$ cat config.mk
export PLATFORM = sky130hd
export DESIGN_NAME = bypass_rf_sequencer_flat
export DESIGN_NICKNAME = d
export VERILOG_FILES = /design/src/rtl/bypass_rf_sequencer_if.sv /design/src/rtl/bypass_rf_sequencer.sv /design/src/flat_wrapper.sv
export SDC_FILE = /design/constraint.sdc
export NUM_CORES = 1
export LEC_CHECK = 0
export CAP_MARGIN = 20
export CORE_MARGIN = 1
export CORE_UTILIZATION = 37
export DETAILED_ROUTE_END_ITERATION = 10
export GPL_ROUTABILITY_DRIVEN = 0
export PLACE_DENSITY = 0.92
export SYNTH_ARGS = -nofsm -noshare
export SYNTH_HDL_FRONTEND = slang
export SYNTH_SLANG_ARGS = --single-unit
$ cat constraint.sdc
create_clock -name CLK -period 4.2 [get_ports CLK]
set_input_delay 0.84 -clock CLK [delete_from_list [all_inputs] [get_ports CLK]]
set_output_delay 0.84 -clock CLK [all_outputs]
set_load 0.01 [all_outputs]
$ cat src/rtl/bypass_rf_sequencer_if.sv
// Bus between the bypass register-file sequencer and its surroundings: decode, register file,
// writeback and execute. The master modport is the sequencer's view.
interface bypass_rf_sequencer_if #(
  parameter int unsigned addr_width = 5,
  parameter int unsigned data_width = 32,
  parameter int unsigned name_width = 3
) ();
  // Decode side
  logic                  IN_VALID;
  logic                  IN_READY;
  logic [addr_width-1:0] IN_RS1;
  logic [addr_width-1:0] IN_RS2;
  logic [addr_width-1:0] IN_RD;
  logic                  IN_HAS_RD;
  // Register-file read reservation and read data
  logic [addr_width-1:0] ADDR_1;
  logic [addr_width-1:0] ADDR_2;
  logic                  RRESE_1;
  logic                  RRESE_2;
  logic                  RRES_READY_1;
  logic                  RRES_READY_2;
  logic [name_width-1:0] RNAME_OUT_1;
  logic [name_width-1:0] RNAME_OUT_2;
  logic [name_width-1:0] RD_NAME_1;
  logic [name_width-1:0] RD_NAME_2;
  logic [data_width-1:0] D_OUT_1;
  logic [data_width-1:0] D_OUT_2;
  logic                  VALID_OUT_1;
  logic                  VALID_OUT_2;
  logic                  FE_1;
  logic                  FE_2;
  // Register-file write allocation, write and free
  logic [addr_width-1:0] ADDR_IN;
  logic                  ALLOC_E;
  logic                  ALLOC_READY;
  logic [name_width-1:0] NAME_OUT;
  logic [name_width-1:0] NAME_IN_1;
  logic [data_width-1:0] D_IN_1;
  logic                  WE_1;
  logic [name_width-1:0] W_F;
  logic                  WFE;
  logic                  F_READY;
  // Execute writeback
  logic                  WB_VALID;
  logic [name_width-1:0] WB_NAME;
  logic [data_width-1:0] WB_DATA;
  // Downstream operand handshake
  logic                  OP_VALID;
  logic                  OP_READY;
  logic [data_width-1:0] OP_A;
  logic [data_width-1:0] OP_B;
  logic [name_width-1:0] OP_NAME;
  logic                  OP_HAS_RD;

  modport master (
    input  IN_VALID, IN_RS1, IN_RS2, IN_RD, IN_HAS_RD,
    input  RRES_READY_1, RRES_READY_2, RNAME_OUT_1, RNAME_OUT_2,
    input  D_OUT_1, D_OUT_2, VALID_OUT_1, VALID_OUT_2,
    input  ALLOC_READY, NAME_OUT, F_READY,
    input  WB_VALID, WB_NAME, WB_DATA, OP_READY,
    output IN_READY, ADDR_1, ADDR_2, RRESE_1, RRESE_2, RD_NAME_1, RD_NAME_2, FE_1, FE_2,
    output ADDR_IN, ALLOC_E, NAME_IN_1, D_IN_1, WE_1, W_F, WFE,
    output OP_VALID, OP_A, OP_B, OP_NAME, OP_HAS_RD
  );

  modport slave (
    output IN_VALID, IN_RS1, IN_RS2, IN_RD, IN_HAS_RD,
    output RRES_READY_1, RRES_READY_2, RNAME_OUT_1, RNAME_OUT_2,
    output D_OUT_1, D_OUT_2, VALID_OUT_1, VALID_OUT_2,
    output ALLOC_READY, NAME_OUT, F_READY,
    output WB_VALID, WB_NAME, WB_DATA, OP_READY,
    input  IN_READY, ADDR_1, ADDR_2, RRESE_1, RRESE_2, RD_NAME_1, RD_NAME_2, FE_1, FE_2,
    input  ADDR_IN, ALLOC_E, NAME_IN_1, D_IN_1, WE_1, W_F, WFE,
    input  OP_VALID, OP_A, OP_B, OP_NAME, OP_HAS_RD
  );
endinterface

$ cat src/rtl/bypass_rf_sequencer.sv
// In-order client sequencer for the bypass register file: reserve, wait for operands, issue,
// route writebacks and free write names in allocation order.
// Optional stall counters (STALL_WAIT, STALL_RES) are built when BYPASS_RF_SEQ_STATS_EN is defined.
module bypass_rf_sequencer #(
  parameter int unsigned addr_width = 5,
  parameter int unsigned data_width = 32,
  parameter int unsigned name_width = 3
) (
  input  logic                  CLK,
  input  logic                  RST,
`ifdef BYPASS_RF_SEQ_STATS_EN
  output logic [31:0]           STALL_WAIT,
  output logic [31:0]           STALL_RES,
`endif
  bypass_rf_sequencer_if.master bus
);

  localparam int unsigned NumNames = 1 << name_width;
  localparam logic [name_width:0] CountFull = NumNames[name_width:0];

  localparam logic [1:0] StIdle  = 2'd0;
  localparam logic [1:0] StWait  = 2'd1;
  localparam logic [1:0] StIssue = 2'd2;

  logic [1:0]            state_q, state_d;
  logic [name_width-1:0] rname1_q, rname1_d;
  logic [name_width-1:0] rname2_q, rname2_d;
  logic [name_width-1:0] name_q, name_d;
  logic                  has_rd_q, has_rd_d;
  logic [data_width-1:0] op_a_q, op_a_d;
  logic [data_width-1:0] op_b_q, op_b_d;
  logic [name_width:0]   count_q, count_d;
  logic [name_width-1:0] cptr_q, cptr_d;
  logic [NumNames-1:0]   written_q, written_d;

  logic                  res_ok;
  logic                  in_ready;
  logic                  accept;
  logic                  alloc;
  logic                  op_fire;
  logic [name_width-1:0] wb_off;
  logic                  wb_in_win;
  logic                  we;
  logic                  wfe;
  logic                  free;

  always_comb begin
    res_ok   = bus.RRES_READY_1 & bus.RRES_READY_2 &
               (~bus.IN_HAS_RD | (bus.ALLOC_READY & (count_q < CountFull)));
    in_ready = (state_q == StIdle) & res_ok & ~RST;
    accept   = bus.IN_VALID & in_ready;
    alloc    = accept & bus.IN_HAS_RD;
    op_fire  = (state_q == StIssue) & bus.OP_READY & ~RST;
    // Live names occupy [cptr, cptr+count) modulo the ring size.
    wb_off    = bus.WB_NAME - cptr_q;
    wb_in_win = {1'b0, wb_off} < count_q;
    we        = bus.WB_VALID & ~written_q[bus.WB_NAME] & wb_in_win & ~RST;
    wfe       = (count_q != '0) & written_q[cptr_q] & ~RST;
    free      = wfe & bus.F_READY;
  end

  always_comb begin
    state_d  = state_q;
    rname1_d = rname1_q;
    rname2_d = rname2_q;
    name_d   = name_q;
    has_rd_d = has_rd_q;
    op_a_d   = op_a_q;
    op_b_d   = op_b_q;
    case (state_q)
      StIdle: begin
        if (accept) begin
          rname1_d = bus.RNAME_OUT_1;
          rname2_d = bus.RNAME_OUT_2;
          name_d   = bus.NAME_OUT;
          has_rd_d = bus.IN_HAS_RD;
          state_d  = StWait;
        end
      end
      StWait: begin
        if (bus.VALID_OUT_1 && bus.VALID_OUT_2) begin
          op_a_d  = bus.D_OUT_1;
          op_b_d  = bus.D_OUT_2;
          state_d = StIssue;
        end
      end
      StIssue: begin
        if (bus.OP_READY) state_d = StIdle;
      end
      default: state_d = StIdle;
    endcase
  end

  always_comb begin
    written_d = written_q;
    if (we)   written_d[bus.WB_NAME] = 1'b1;
    if (free) written_d[cptr_q] = 1'b0;
    cptr_d = free ? cptr_q + 1'b1 : cptr_q;
    case ({alloc, free})
      2'b10:   count_d = count_q + 1'b1;
      2'b01:   count_d = count_q - 1'b1;
      default: count_d = count_q;
    endcase
  end

  always_ff @(posedge CLK) begin
    if (RST) begin
      state_q   <= StIdle;
      rname1_q  <= '0;
      rname2_q  <= '0;
      name_q    <= '0;
      has_rd_q  <= 1'b0;
      op_a_q    <= '0;
      op_b_q    <= '0;
      count_q   <= '0;
      cptr_q    <= '0;
      written_q <= '0;
    end else begin
      state_q   <= state_d;
      rname1_q  <= rname1_d;
      rname2_q  <= rname2_d;
      name_q    <= name_d;
      has_rd_q  <= has_rd_d;
      op_a_q    <= op_a_d;
      op_b_q    <= op_b_d;
      count_q   <= count_d;
      cptr_q    <= cptr_d;
      written_q <= written_d;
    end
  end

  assign bus.IN_READY  = in_ready;
  assign bus.ADDR_1    = bus.IN_RS1;
  assign bus.ADDR_2    = bus.IN_RS2;
  assign bus.RRESE_1   = accept;
  assign bus.RRESE_2   = accept;
  assign bus.RD_NAME_1 = rname1_q;
  assign bus.RD_NAME_2 = rname2_q;
  assign bus.FE_1      = op_fire;
  assign bus.FE_2      = op_fire;
  assign bus.ADDR_IN   = bus.IN_RD;
  assign bus.ALLOC_E   = alloc;
  assign bus.NAME_IN_1 = bus.WB_NAME;
  assign bus.D_IN_1    = bus.WB_DATA;
  assign bus.WE_1      = we;
  assign bus.W_F       = cptr_q;
  assign bus.WFE       = wfe;
  assign bus.OP_VALID  = (state_q == StIssue) & ~RST;
  assign bus.OP_A      = op_a_q;
  assign bus.OP_B      = op_b_q;
  assign bus.OP_NAME   = name_q;
  assign bus.OP_HAS_RD = has_rd_q;

`ifdef BYPASS_RF_SEQ_STATS_EN
  logic [31:0] stall_wait_q, stall_wait_d;
  logic [31:0] stall_res_q, stall_res_d;

  always_comb begin
    stall_wait_d = stall_wait_q;
    stall_res_d  = stall_res_q;
    if ((state_q == StWait) && (stall_wait_q != '1)) stall_wait_d = stall_wait_q + 32'd1;
    if ((state_q == StIdle) && bus.IN_VALID && !res_ok && (stall_res_q != '1)) begin
      stall_res_d = stall_res_q + 32'd1;
    end
  end

  always_ff @(posedge CLK) begin
    if (RST) begin
      stall_wait_q <= '0;
      stall_res_q  <= '0;
    end else begin
      stall_wait_q <= stall_wait_d;
      stall_res_q  <= stall_res_d;
    end
  end

  assign STALL_WAIT = stall_wait_q;
  assign STALL_RES  = stall_res_q;
`endif

endmodule
$ cat src/flat_wrapper.sv
// flat-port wrapper written by rule: the top's interface ports become plain ports
module bypass_rf_sequencer_flat 
#(
  parameter int unsigned addr_width = 5,
  parameter int unsigned data_width = 32,
  parameter int unsigned name_width = 3
)
  (CLK, RST, bus_IN_VALID, bus_IN_RS1, bus_IN_RS2, bus_IN_RD, bus_IN_HAS_RD, bus_RRES_READY_1, bus_RRES_READY_2, bus_RNAME_OUT_1, bus_RNAME_OUT_2, bus_D_OUT_1, bus_D_OUT_2, bus_VALID_OUT_1, bus_VALID_OUT_2, bus_ALLOC_READY, bus_NAME_OUT, bus_F_READY, bus_WB_VALID, bus_WB_NAME, bus_WB_DATA, bus_OP_READY, bus_IN_READY, bus_ADDR_1, bus_ADDR_2, bus_RRESE_1, bus_RRESE_2, bus_RD_NAME_1, bus_RD_NAME_2, bus_FE_1, bus_FE_2, bus_ADDR_IN, bus_ALLOC_E, bus_NAME_IN_1, bus_D_IN_1, bus_WE_1, bus_W_F, bus_WFE, bus_OP_VALID, bus_OP_A, bus_OP_B, bus_OP_NAME, bus_OP_HAS_RD);
  bypass_rf_sequencer_if #(.addr_width(addr_width), .data_width(data_width), .name_width(name_width)) bus_i ();
  input  logic CLK;
  input  logic RST;
  input wire logic [$bits(bus_i.IN_VALID)-1:0] bus_IN_VALID;
  input wire logic [$bits(bus_i.IN_RS1)-1:0] bus_IN_RS1;
  input wire logic [$bits(bus_i.IN_RS2)-1:0] bus_IN_RS2;
  input wire logic [$bits(bus_i.IN_RD)-1:0] bus_IN_RD;
  input wire logic [$bits(bus_i.IN_HAS_RD)-1:0] bus_IN_HAS_RD;
  input wire logic [$bits(bus_i.RRES_READY_1)-1:0] bus_RRES_READY_1;
  input wire logic [$bits(bus_i.RRES_READY_2)-1:0] bus_RRES_READY_2;
  input wire logic [$bits(bus_i.RNAME_OUT_1)-1:0] bus_RNAME_OUT_1;
  input wire logic [$bits(bus_i.RNAME_OUT_2)-1:0] bus_RNAME_OUT_2;
  input wire logic [$bits(bus_i.D_OUT_1)-1:0] bus_D_OUT_1;
  input wire logic [$bits(bus_i.D_OUT_2)-1:0] bus_D_OUT_2;
  input wire logic [$bits(bus_i.VALID_OUT_1)-1:0] bus_VALID_OUT_1;
  input wire logic [$bits(bus_i.VALID_OUT_2)-1:0] bus_VALID_OUT_2;
  input wire logic [$bits(bus_i.ALLOC_READY)-1:0] bus_ALLOC_READY;
  input wire logic [$bits(bus_i.NAME_OUT)-1:0] bus_NAME_OUT;
  input wire logic [$bits(bus_i.F_READY)-1:0] bus_F_READY;
  input wire logic [$bits(bus_i.WB_VALID)-1:0] bus_WB_VALID;
  input wire logic [$bits(bus_i.WB_NAME)-1:0] bus_WB_NAME;
  input wire logic [$bits(bus_i.WB_DATA)-1:0] bus_WB_DATA;
  input wire logic [$bits(bus_i.OP_READY)-1:0] bus_OP_READY;
  output wire logic [$bits(bus_i.IN_READY)-1:0] bus_IN_READY;
  output wire logic [$bits(bus_i.ADDR_1)-1:0] bus_ADDR_1;
  output wire logic [$bits(bus_i.ADDR_2)-1:0] bus_ADDR_2;
  output wire logic [$bits(bus_i.RRESE_1)-1:0] bus_RRESE_1;
  output wire logic [$bits(bus_i.RRESE_2)-1:0] bus_RRESE_2;
  output wire logic [$bits(bus_i.RD_NAME_1)-1:0] bus_RD_NAME_1;
  output wire logic [$bits(bus_i.RD_NAME_2)-1:0] bus_RD_NAME_2;
  output wire logic [$bits(bus_i.FE_1)-1:0] bus_FE_1;
  output wire logic [$bits(bus_i.FE_2)-1:0] bus_FE_2;
  output wire logic [$bits(bus_i.ADDR_IN)-1:0] bus_ADDR_IN;
  output wire logic [$bits(bus_i.ALLOC_E)-1:0] bus_ALLOC_E;
  output wire logic [$bits(bus_i.NAME_IN_1)-1:0] bus_NAME_IN_1;
  output wire logic [$bits(bus_i.D_IN_1)-1:0] bus_D_IN_1;
  output wire logic [$bits(bus_i.WE_1)-1:0] bus_WE_1;
  output wire logic [$bits(bus_i.W_F)-1:0] bus_W_F;
  output wire logic [$bits(bus_i.WFE)-1:0] bus_WFE;
  output wire logic [$bits(bus_i.OP_VALID)-1:0] bus_OP_VALID;
  output wire logic [$bits(bus_i.OP_A)-1:0] bus_OP_A;
  output wire logic [$bits(bus_i.OP_B)-1:0] bus_OP_B;
  output wire logic [$bits(bus_i.OP_NAME)-1:0] bus_OP_NAME;
  output wire logic [$bits(bus_i.OP_HAS_RD)-1:0] bus_OP_HAS_RD;
  assign bus_i.IN_VALID = bus_IN_VALID;
  assign bus_i.IN_RS1 = bus_IN_RS1;
  assign bus_i.IN_RS2 = bus_IN_RS2;
  assign bus_i.IN_RD = bus_IN_RD;
  assign bus_i.IN_HAS_RD = bus_IN_HAS_RD;
  assign bus_i.RRES_READY_1 = bus_RRES_READY_1;
  assign bus_i.RRES_READY_2 = bus_RRES_READY_2;
  assign bus_i.RNAME_OUT_1 = bus_RNAME_OUT_1;
  assign bus_i.RNAME_OUT_2 = bus_RNAME_OUT_2;
  assign bus_i.D_OUT_1 = bus_D_OUT_1;
  assign bus_i.D_OUT_2 = bus_D_OUT_2;
  assign bus_i.VALID_OUT_1 = bus_VALID_OUT_1;
  assign bus_i.VALID_OUT_2 = bus_VALID_OUT_2;
  assign bus_i.ALLOC_READY = bus_ALLOC_READY;
  assign bus_i.NAME_OUT = bus_NAME_OUT;
  assign bus_i.F_READY = bus_F_READY;
  assign bus_i.WB_VALID = bus_WB_VALID;
  assign bus_i.WB_NAME = bus_WB_NAME;
  assign bus_i.WB_DATA = bus_WB_DATA;
  assign bus_i.OP_READY = bus_OP_READY;
  assign bus_IN_READY = bus_i.IN_READY;
  assign bus_ADDR_1 = bus_i.ADDR_1;
  assign bus_ADDR_2 = bus_i.ADDR_2;
  assign bus_RRESE_1 = bus_i.RRESE_1;
  assign bus_RRESE_2 = bus_i.RRESE_2;
  assign bus_RD_NAME_1 = bus_i.RD_NAME_1;
  assign bus_RD_NAME_2 = bus_i.RD_NAME_2;
  assign bus_FE_1 = bus_i.FE_1;
  assign bus_FE_2 = bus_i.FE_2;
  assign bus_ADDR_IN = bus_i.ADDR_IN;
  assign bus_ALLOC_E = bus_i.ALLOC_E;
  assign bus_NAME_IN_1 = bus_i.NAME_IN_1;
  assign bus_D_IN_1 = bus_i.D_IN_1;
  assign bus_WE_1 = bus_i.WE_1;
  assign bus_W_F = bus_i.W_F;
  assign bus_WFE = bus_i.WFE;
  assign bus_OP_VALID = bus_i.OP_VALID;
  assign bus_OP_A = bus_i.OP_A;
  assign bus_OP_B = bus_i.OP_B;
  assign bus_OP_NAME = bus_i.OP_NAME;
  assign bus_OP_HAS_RD = bus_i.OP_HAS_RD;
  bypass_rf_sequencer #(.addr_width(addr_width), .data_width(data_width), .name_width(name_width)) u_core (.CLK(CLK), .RST(RST), .bus(bus_i));
endmodule
==> flow_summary.ini, run 1 <==
[outcome]
outcome = complete, no violations

[power]
powerDensity_nw_per_um2 = 284
leakage_nw = 2.12
vdd.ir_drop.worst_mv = 0.242

[critical_path]
critPathBufInv = 4
crit_top_cell = ha_1
cp-end-kind = primary output
path_class = in2out
startpoint_type = input pin
worstPathMaxFanout = 2
cpPeakStageDelay_ns = 0.44
cp_top_family = adder cells
crit_slowest_cell = clkdlybuf4s50_1
cp.required_ns = 3.36
r2r_slack_ns = 1.16
critPathArrivalTime_ns = 3.16
worstPathCellList = clkdlybuf4s50_1 > inv_2 > ha_1 > inv_1 > fa_1 > xnor2_2 > xnor2_1 > ha_1 > o21ba_2 > o31ai_2 > and4_1 > clkbuf_2

[yosys]
synth_ff_type = dfxtp_1
synth_cell_types = 47
yosys.area.top_type = dfxtp_1
syn_inst = 502
syn_avg_cell_area_um2 = 8.30
ys_seq_area_share_pct = 43.7
netlist_area_um2 = 4170
synth_area_leaders = dfxtp_1, nand2_1, buf_4
syn_nets = 646
ys_seq_elements = 91
async_reset_ff_share_pct = 0
synth_edf_count = 0
synth_top_area_share_pct = 43.7
yosys_warnings = 0

[layout]
area_delta_synth_final_pct = 41.3
finalNetCount = 763
n_antenna_cell = 0
final_util_pct = 54.1
drive_above_1_share_pct = 7.05
nFillCells = 977
instances_no_fill = 764

[sta]
skew_ns = 0.0118
finalHoldViolCount = 0
slew_headroom_pct = 56.5
drv_slew = 0
tightest_slew_ns = 0.652
min_period_ns = 4.00
rsz0062_at_grt = no
finalSetupViolCount = 0
fmax_ghz = 0.250
fin_ws_ns = 0.197
period_share_pct = 95.3

[cts]
cts_buffers = 9
clock_sinks = 91
cts_tree = done
cts_setup_buffers = 0
clkTransAtPathRegs_ns = 0.08
root_buffer = clkbuf_8
cts_max_level = 3
insertion_delay_ns = 0.37
cts_buffer_depth = 2

[floorplan]
ios = 271
initial_core_util_pct = 38.3
dieHeight_um = 108
core_area_um2 = 10900
die-area_um2 = 11700
rows = 38
fp.dieW_um = 108

[place]
port_buffers = 176
dp_hpwl_um = 7710
place_inst = 748
place_ws_ns = -0.237

[routing]
vias_per_cell = 4.90
wl_per_cell_um = 14.3
vias = 3742
final_antenna_net_count = 0
drc = 0
wirelength_um = 10900
firstDrtPassIters = 4
drtIter0Drc = 217

[global_route]
antenna_found_initial = 0
grt_pass1_wl_um = 17200
grtUsageTotal_pct = 19.0
grt_max_degree = 65
grt_overflow = 0
grt_pass1_vias = 3685

[flow_run]
cap_violations = 0

[worst_hold_path]
hold_class = reg2reg
metal layers:
metal  share of wire, %  global-route usage, %  wire length, µm  vias to the layer above
met4                3.4                   11.6              371                        0
met2                 49                   32.6             5340                      158
met1                 39                   19.9             4260                     1710
met5                  0                      0                0                        -
met3                8.4                   6.87              919                       37
li1                   -                      -                -                     1837
synthesized netlist by cell type (2+ instances only):
| cell type | number |
|---|---|
| nand2_1 | 136 |
| dfxtp_1 | 91 |
| a21oi_1 | 70 |
| buf_4 | 53 |
| nor2_1 | 27 |
| clkbuf_1 | 23 |
| mux2i_1 | 17 |
| inv_1 | 10 |
| ha_1 | 7 |
| a22oi_1 | 6 |
| nor4b_1 | 5 |
| a31oi_1 | 4 |
| nor3_1 | 4 |
| buf_2 | 3 |
| inv_2 | 3 |
| a32oi_1 | 2 |
| a41oi_1 | 2 |
| buf_1 | 2 |
| buf_6 | 2 |
| fa_1 | 2 |
| mux2_1 | 2 |
| mux4_2 | 2 |
| nor2b_1 | 2 |
| nor3b_1 | 2 |
| xnor2_1 | 2 |
| xor2_1 | 2 |
cell usage in the layout, fill, tap and decap left out, types with 3 or more instances in the layout:
cell type / netlist / layout
clkdlybuf4s50_1: 0 / 174
nand2_1: 136 / 136
dfxtp_1: 91 / 91
a21oi_1: 70 / 70
nor2_1: 27 / 27
mux2i_1: 17 / 17
buf_4: 53 / 13
clkbuf_8: 0 / 12
inv_1: 10 / 10
ha_1: 7 / 7
a22oi_1: 6 / 6
nor4b_1: 5 / 5
nor3_1: 4 / 4
a31oi_1: 4 / 4
inv_2: 3 / 3
power breakdown:
group | switching [mW] | internal [mW]
sequential | 0.00459 | 0.869
clock | 0.309 | 0.325
combinational | 0.0589 | 0.103
registers in the layout, summed over array words and instances (netlist names):
name	cells
u_core.bus.OP_NAME	3
u_core.bus.RD_NAME_1	3
u_core.bus.OP_B	32
u_core.state_q	2
u_core.count_q	4
u_core.bus.RD_NAME_2	3
u_core.bus.OP_HAS_RD	1
u_core.written_q	8
u_core.bus.W_F	3
u_core.bus.OP_A	32
tightest hold or removal path: cells and delay by family, from the launching register on:
| family | cells | cell delay, ns |
|---|---|---|
| flops | 1 | 0.31 |
| simple gates | 1 | 0.05 |
| compound gates | 1 | 0.05 |
what timing repair did:
item                       CTS  global route
hold buffers                 0             0
hold endpoints to repair     0             0
resized for setup            2             2
cloned                       0             0
setup endpoints to repair    1             1
path summary, 6_finish.rpt:
kind	start	endpoint	cells past startpoint
worst max register to register	u_core.bus.W_F[0]$_SDFFE_PP0N_	u_core.count_q[3]$_SDFFE_PP0P_	10
worst min register to register	u_core.bus.OP_B[0]$_SDFFE_PP0P_	u_core.bus.OP_B[0]$_SDFFE_PP0P_	2
worst min-delay path	u_core.bus.OP_B[0]$_SDFFE_PP0P_	u_core.bus.OP_B[0]$_SDFFE_PP0P_	2
worst max-delay path	bus_WB_NAME[0]	bus_WE_1	12
through the flow:
| step | TNS, ns | hold WS [ns] | total power [mW] | instance area, µm² |
|---|---|---|---|---|
| 2_1_floorplan | 0 | 0.481 | 0.988 | 4170 |
| 3_3_place_gp | -0.0817 | 0.441 | 1.05 | 5670 |
| 3_5_place_dp | -0.237 | 0.446 | 1.05 | 5670 |
| 4_1_cts | 0 | 0.458 | 1.69 | 5890 |
| 5_1_grt | 0 | 0.476 | 1.74 | 5890 |
| 6_report | 0 | 0.456 | 1.67 | 5890 |
layout make-up:
| class | instances | area [µm²] | share of cell area [%] |
|---|---|---|---|
| Inverter | 13 | 48.8 | 0.829 |
| Multi-Input combinational cell | 315 | 1780 | 30.2 |
| Sequential cell | 91 | 1820 | 31.0 |
| Clock buffer | 13 | 169 | 2.87 |
| Clock inverter | 3 | 43.8 | 0.744 |
| Tap cell | 140 | 175 | 2.98 |
| Timing Repair Buffer | 189 | 1850 | 31.4 |
cell families (layout without fill, tap and decap cells):
logic type | after synthesis | count (layout) | synth area share, %
xor+xnor | 4 | 4 | 0.841
flops | 91 | 91 | 43.7
buf+inv | 96 | 218 | 13.9
compound gates | 95 | 95 | 13.7
simple gates | 185 | 185 | 18.7
fa+ha+maj | 9 | 9 | 3.06
mux | 22 | 22 | 6.07
Power figures use the tool's default switching activity.
==> run 2: changes to the inputs <==
- CORE_ASPECT_RATIO: unset -> 0.5
==> run 2 against run 1 <==
The run now ends with DRC left. Register-to-register slack got worse by 0.04 ns. Via count up 1.3%. Worst hold slack got worse by 0.0051 ns. Final area is 1.6% higher. Non-clock buffer count fell by 1. Sequential power about the same. Clock skew shrank 0.0062 ns. Clock power is 35% higher. Critical path type unchanged. Largest cell class unchanged. Highest routed layer unchanged.
==> flow_summary.ini, run 2 (synthesis results as in run 1) <==
[global_route]
grtUsageTotal_pct = 20.1
grt_max_degree = 66
grt_pass1_vias = 3873
grt_pass1_wl_um = 18900
grt_overflow = 0
antenna_found_initial = 0

[power]
vdd.ir_drop.worst_mv = 0.218
total_power_mw = 1.90
power_switching_mw = 0.390
power_frac_comb_pct = 8.6
p_int_mw = 1.51
powerDensity_nw_per_um2 = 317
pwr-share-seq_pct = 46.1
pwr-share-clk_pct = 45.2
switching_share_pct = 20.6
leakage_nw = 2.16

[place]
place_inst = 747
port_buffers = 176
dp_hpwl_um = 8490
place_ws_ns = -0.177
place_area_um2 = 5660

[cts]
insertion_delay_ns = 0.33
cts_buffer_depth = 2
clock_sinks = 91
ctsHoldBuffers = 0
root_buffer = clkbuf_16
cts_max_level = 3
clkTransAtPathRegs_ns = 0.06
cts_buffers = 9
cts_tree = done
cts_setup_buffers = 0

[routing]
vias_per_cell = 4.98
firstDrtPassIters = 7
drc = 28
drtIter0Drc = 202
wl_per_cell_um = 15.3
final_antenna_net_count = 0
wirelength_um = 11700
vias = 3792

[worst_hold_path]
min_path_cells = 2
hold_start = u_core.bus.OP_B[28]$_SDFFE_PP0P_
min_to = u_core.bus.OP_B[28]$_SDFFE_PP0P_
hold_class = reg2reg

[sta]
hold_slack_ns = 0.451
setup_tns_ns = 0
tightest_slew_ns = 0.666
fmax_ghz = 0.249
finalHoldViolCount = 0
min_period_ns = 4.02
slew_headroom_pct = 55.6
period_share_pct = 95.7
fin_ws_ns = 0.181
skew_ns = 0.00558
drv_slew = 0
finalSetupViolCount = 0
rsz0062_at_grt = no

[critical_path]
worstPathMaxFanout = 2
cpPeakStageDelay_ns = 0.45
r2r_slack_ns = 1.12
r2r_cells = 10
cp.required_ns = 3.36
critPathArrivalTime_ns = 3.18
startpoint_type = input pin
crit_slowest_cell = clkdlybuf4s50_1
cp_top_family = adder cells
path_class = in2out
critPathBufInv = 4
cp-end-kind = primary output
reg2reg_to = u_core.count_q[3]$_SDFFE_PP0P_
worstSetupStartpoint = bus_WB_NAME[0]
worstPathCellList = clkdlybuf4s50_1 > inv_2 > ha_1 > inv_1 > fa_1 > xnor2_2 > xnor2_1 > ha_1 > o21ba_2 > o31ai_2 > and4_1 > clkbuf_2
crit_top_cell = ha_1
r2r-start = u_core.bus.W_F[0]$_SDFFE_PP0N_

[floorplan]
fp.dieW_um = 152
die-area_um2 = 11700
rows = 26
core_area_um2 = 10600
initial_core_util_pct = 39.4
dieHeight_um = 77.0
ios = 271

[layout]
drive_above_1_share_pct = 6.91
final_util_pct = 56.6
n_antenna_cell = 0
instances_no_fill = 762
finalNetCount = 762
final_common_cell = clkdlybuf4s50_1
fin_area_um2 = 5980
final_cell_mix = clkdlybuf4s50_1, nand2_1, dfxtp_1
area_delta_synth_final_pct = 43.6

[outcome]
violations = DRC
outcome = finished with violations

[flow_run]
cap_violations = 0
run 2: changes by cell type in the layout (fill, tap and decap cells not counted), sizes merged:
cell / delta
clkinv: +1
clkbuf: -3
bufinv: +1
inv: -1
buf: -1
clkinvlp: +1
run 2: metal layers:
| layer | vias to the layer above | routed length, µm | GRT usage (%) |
|---|---|---|---|
| met2 | 144 | 6240 | 38.4 |
| li1 | 1839 | - | - |
| met4 | 0 | 406 | 10.2 |
| met1 | 1759 | 4340 | 20.4 |
| met5 | - | 0 | 0 |
| met3 | 50 | 698 | 5.65 |
run 2: final cells by class:
cell class	count	area (µm²)
Tap cell	140	175
Multi-Input combinational cell	315	1780
Clock inverter	5	77.6
Timing Repair Buffer	188	1840
Fill cell	890	4590
Clock buffer	10	239
Sequential cell	91	1820
Inverter	13	48.8
run 2: repair_timing:
| item | in CTS | in global routing |
|---|---|---|
| pin swaps | 1 | 3 |
| gates resized for setup | 1 | 3 |
| setup endpoints to repair | 1 | 1 |
run 2: worst min-delay path, delay by kind of cell (launching register included):
family	cells	cell delay, ns
flops	1	0.31
simple gates	1	0.05
compound gates	1	0.05
run 2: how the worst max path moves through the flow:
stage | to | slack, ns | cells after the start
after floorplan | bus_WE_1 | 0.69 | 9
after global placement | bus_WE_1 | -0.08 | 12
after detailed placement | bus_WE_1 | -0.18 | 12
after CTS | bus_WE_1 | 0.06 | 12
after global routing | bus_WE_1 | 0.05 | 12
final | bus_WE_1 | 0.18 | 12
run 2: power groups by stage:
stage | Clock [mW] | Sequential, mW | Combinational (mW)
global placement | 0 | 0.893 | 0.159
floorplan | 0 | 0.895 | 0.0931
detailed placement | 0 | 0.894 | 0.162
finish | 0.857 | 0.874 | 0.164
CTS | 0.874 | 0.874 | 0.163
global route | 0.923 | 0.875 | 0.176
==> run 3: changes to the inputs <==
- CORE_UTILIZATION: 37 -> 30
- PLACE_DENSITY: 0.92 -> 0.79
==> run 3 against run 2 <==
The flow now finishes without violations. Global-route usage down 5.0 points. Sequential cell count unchanged. Register-to-register slack better by 0.11 ns. First-iteration DRC count down 3.5%. Combinational power about the same. Via count down 1.5%. Critical endpoint unchanged. Highest routed layer unchanged.
==> flow_summary.ini, run 3 (synthesis results as in run 1) <==
[global_route]
grtUsageTotal_pct = 15.2
antenna_found_initial = 0
grt_pass1_vias = 3461
grt_overflow = 0
grt_max_degree = 66
grt_pass1_wl_um = 17300

[cts]
insertion_delay_ns = 0.33
cts_max_level = 3
cts_tree = done
ctsHoldBuffers = 0
clkTransAtPathRegs_ns = 0.06
clock_sinks = 91
cts_buffer_depth = 2
cts_setup_buffers = 0
cts_buffers = 9
root_buffer = clkbuf_16

[power]
power_switching_mw = 0.392
pwr-share-seq_pct = 47.2
switching_share_pct = 21.1
powerDensity_nw_per_um2 = 307
power_frac_comb_pct = 8.8
leakage_nw = 2.15
vdd.ir_drop.worst_mv = 0.178
pwr-share-clk_pct = 44.1
p_int_mw = 1.46

[layout]
n_antenna_cell = 0
nFillCells = 1322
finalNetCount = 762
instances_no_fill = 814
final_common_cell = clkdlybuf4s50_1
final_cell_mix = clkdlybuf4s50_1, nand2_1, dfxtp_1
area_delta_synth_final_pct = 45.0
drive_above_1_share_pct = 6.75

[critical_path]
cp.required_ns = 3.36
crit_slowest_cell = clkdlybuf4s50_1
cp-end-kind = primary output
path_class = in2out
critPathArrivalTime_ns = 3.23
worstPathMaxFanout = 2
crit_top_cell = ha_1
worstPathCellList = clkdlybuf4s50_1 > inv_2 > ha_1 > inv_1 > fa_1 > xnor2_2 > xnor2_1 > ha_1 > o21ba_2 > o31ai_2 > and4_1 > clkdlybuf4s15_1
startpoint_type = input pin
cpPeakStageDelay_ns = 0.44

[place]
place_inst = 799
place_ws_ns = -0.171
dp_hpwl_um = 8130
port_buffers = 176

[sta]
finalSetupViolCount = 0
skew_ns = 0.00601
finalHoldViolCount = 0
hold_slack_ns = 0.454
tightest_slew_ns = 0.684
min_period_ns = 4.07
fmax_ghz = 0.246
rsz0062_at_grt = no
setup_tns_ns = 0
fin_ws_ns = 0.132
drv_slew = 0
slew_headroom_pct = 54.4
period_share_pct = 96.9

[routing]
vias = 3735
drc = 0
drtIter0Drc = 195
wirelength_um = 11300
final_antenna_net_count = 0
wl_per_cell_um = 13.8
firstDrtPassIters = 4
vias_per_cell = 4.59

[floorplan]
fp.dieW_um = 169
ios = 271
rows = 30
initial_core_util_pct = 30.7
core_area_um2 = 13600
die-area_um2 = 14400
dieHeight_um = 85.3

[worst_hold_path]
hold_class = reg2reg

[flow_run]
cap_violations = 0

[outcome]
outcome = complete, no violations
==> run 3: changes by cell type in the layout (fill, tap and decap cells not counted), sizes merged <==
cell	delta
bufinv	-1
clkdlybuf4s15	+1
clkinv	-1
clkinvlp	+1
==> run 3: through the flow <==
stage | utilization, % | cell area (µm²) | power, mW
after CTS | 44.5 | 6030 | 1.88
final | 44.6 | 6040 | 1.85
after floorplan | - | 4170 | 0.988
after detailed placement | 42.3 | 5730 | 1.06
after global routing | 44.6 | 6040 | 1.93
after global placement | 42.3 | 5730 | 1.05
==> run 3: what timing repair did <==
| action | 4_1_cts | 5_1_grt |
|---|---|---|
| pin swaps | 1 | 1 |
| resized for setup | 1 | 2 |
| endpoints found under the setup margin | 1 | 1 |
| cloned | 0 | 0 |
==> run 3: critical path: cells and delay by family <==
kind            cells  cell delay (ns)
compound gates      2             0.28
xor+xnor            2             0.29
simple gates        1             0.23
fa+ha+maj           3             0.80
buf+inv             4             0.79
==> run 3: cell type report <==
cell class | instances | area (µm²) | share of cell area, %
well taps | 192 | 240 | 3.98
flip-flops and latches | 91 | 1820 | 30.2
repair buffers | 188 | 1850 | 30.6
inverters | 13 | 48.8 | 0.808
multi-input cells | 315 | 1780 | 29.4
clock buffers | 11 | 253 | 4.19
clock inverters | 4 | 50.0 | 0.829
==> run 3: power groups by stage <==
stage	Combinational [mW]	Sequential, mW	Clock [mW]
2_1_floorplan	0.0931	0.895	0
3_3_place_gp	0.159	0.893	0
3_5_place_dp	0.162	0.894	0
4_1_cts	0.163	0.874	0.846
5_1_grt	0.174	0.874	0.882
6_report	0.163	0.874	0.817
==> run 3: metal layers <==
metal / global-route usage, % / wire, µm / vias to the layer above
met4: 7.27 / 253 / 0
li1: - / - / 1837
met1: 16.5 / 4550 / 1746
met5: 0 / 0 / -
met3: 4.06 / 627 / 29
met2: 27.6 / 5830 / 123
==> run 3: worst paths after layout <==
| kind | slack, ns | depth (start not counted) | to | startpoint |
|---|---|---|---|---|
| worst max-delay path | 0.13 | 12 | bus_WE_1 | bus_WB_NAME[0] |
| worst min-delay path | 0.45 | 2 | u_core.bus.OP_A[18]$_SDFFE_PP0P_ | u_core.bus.OP_A[18]$_SDFFE_PP0P_ |
| worst max register to register | 1.23 | 10 | u_core.count_q[3]$_SDFFE_PP0P_ | u_core.bus.W_F[0]$_SDFFE_PP0N_ |
| worst min register to register | 0.45 | 2 | u_core.bus.OP_A[18]$_SDFFE_PP0P_ | u_core.bus.OP_A[18]$_SDFFE_PP0P_ |
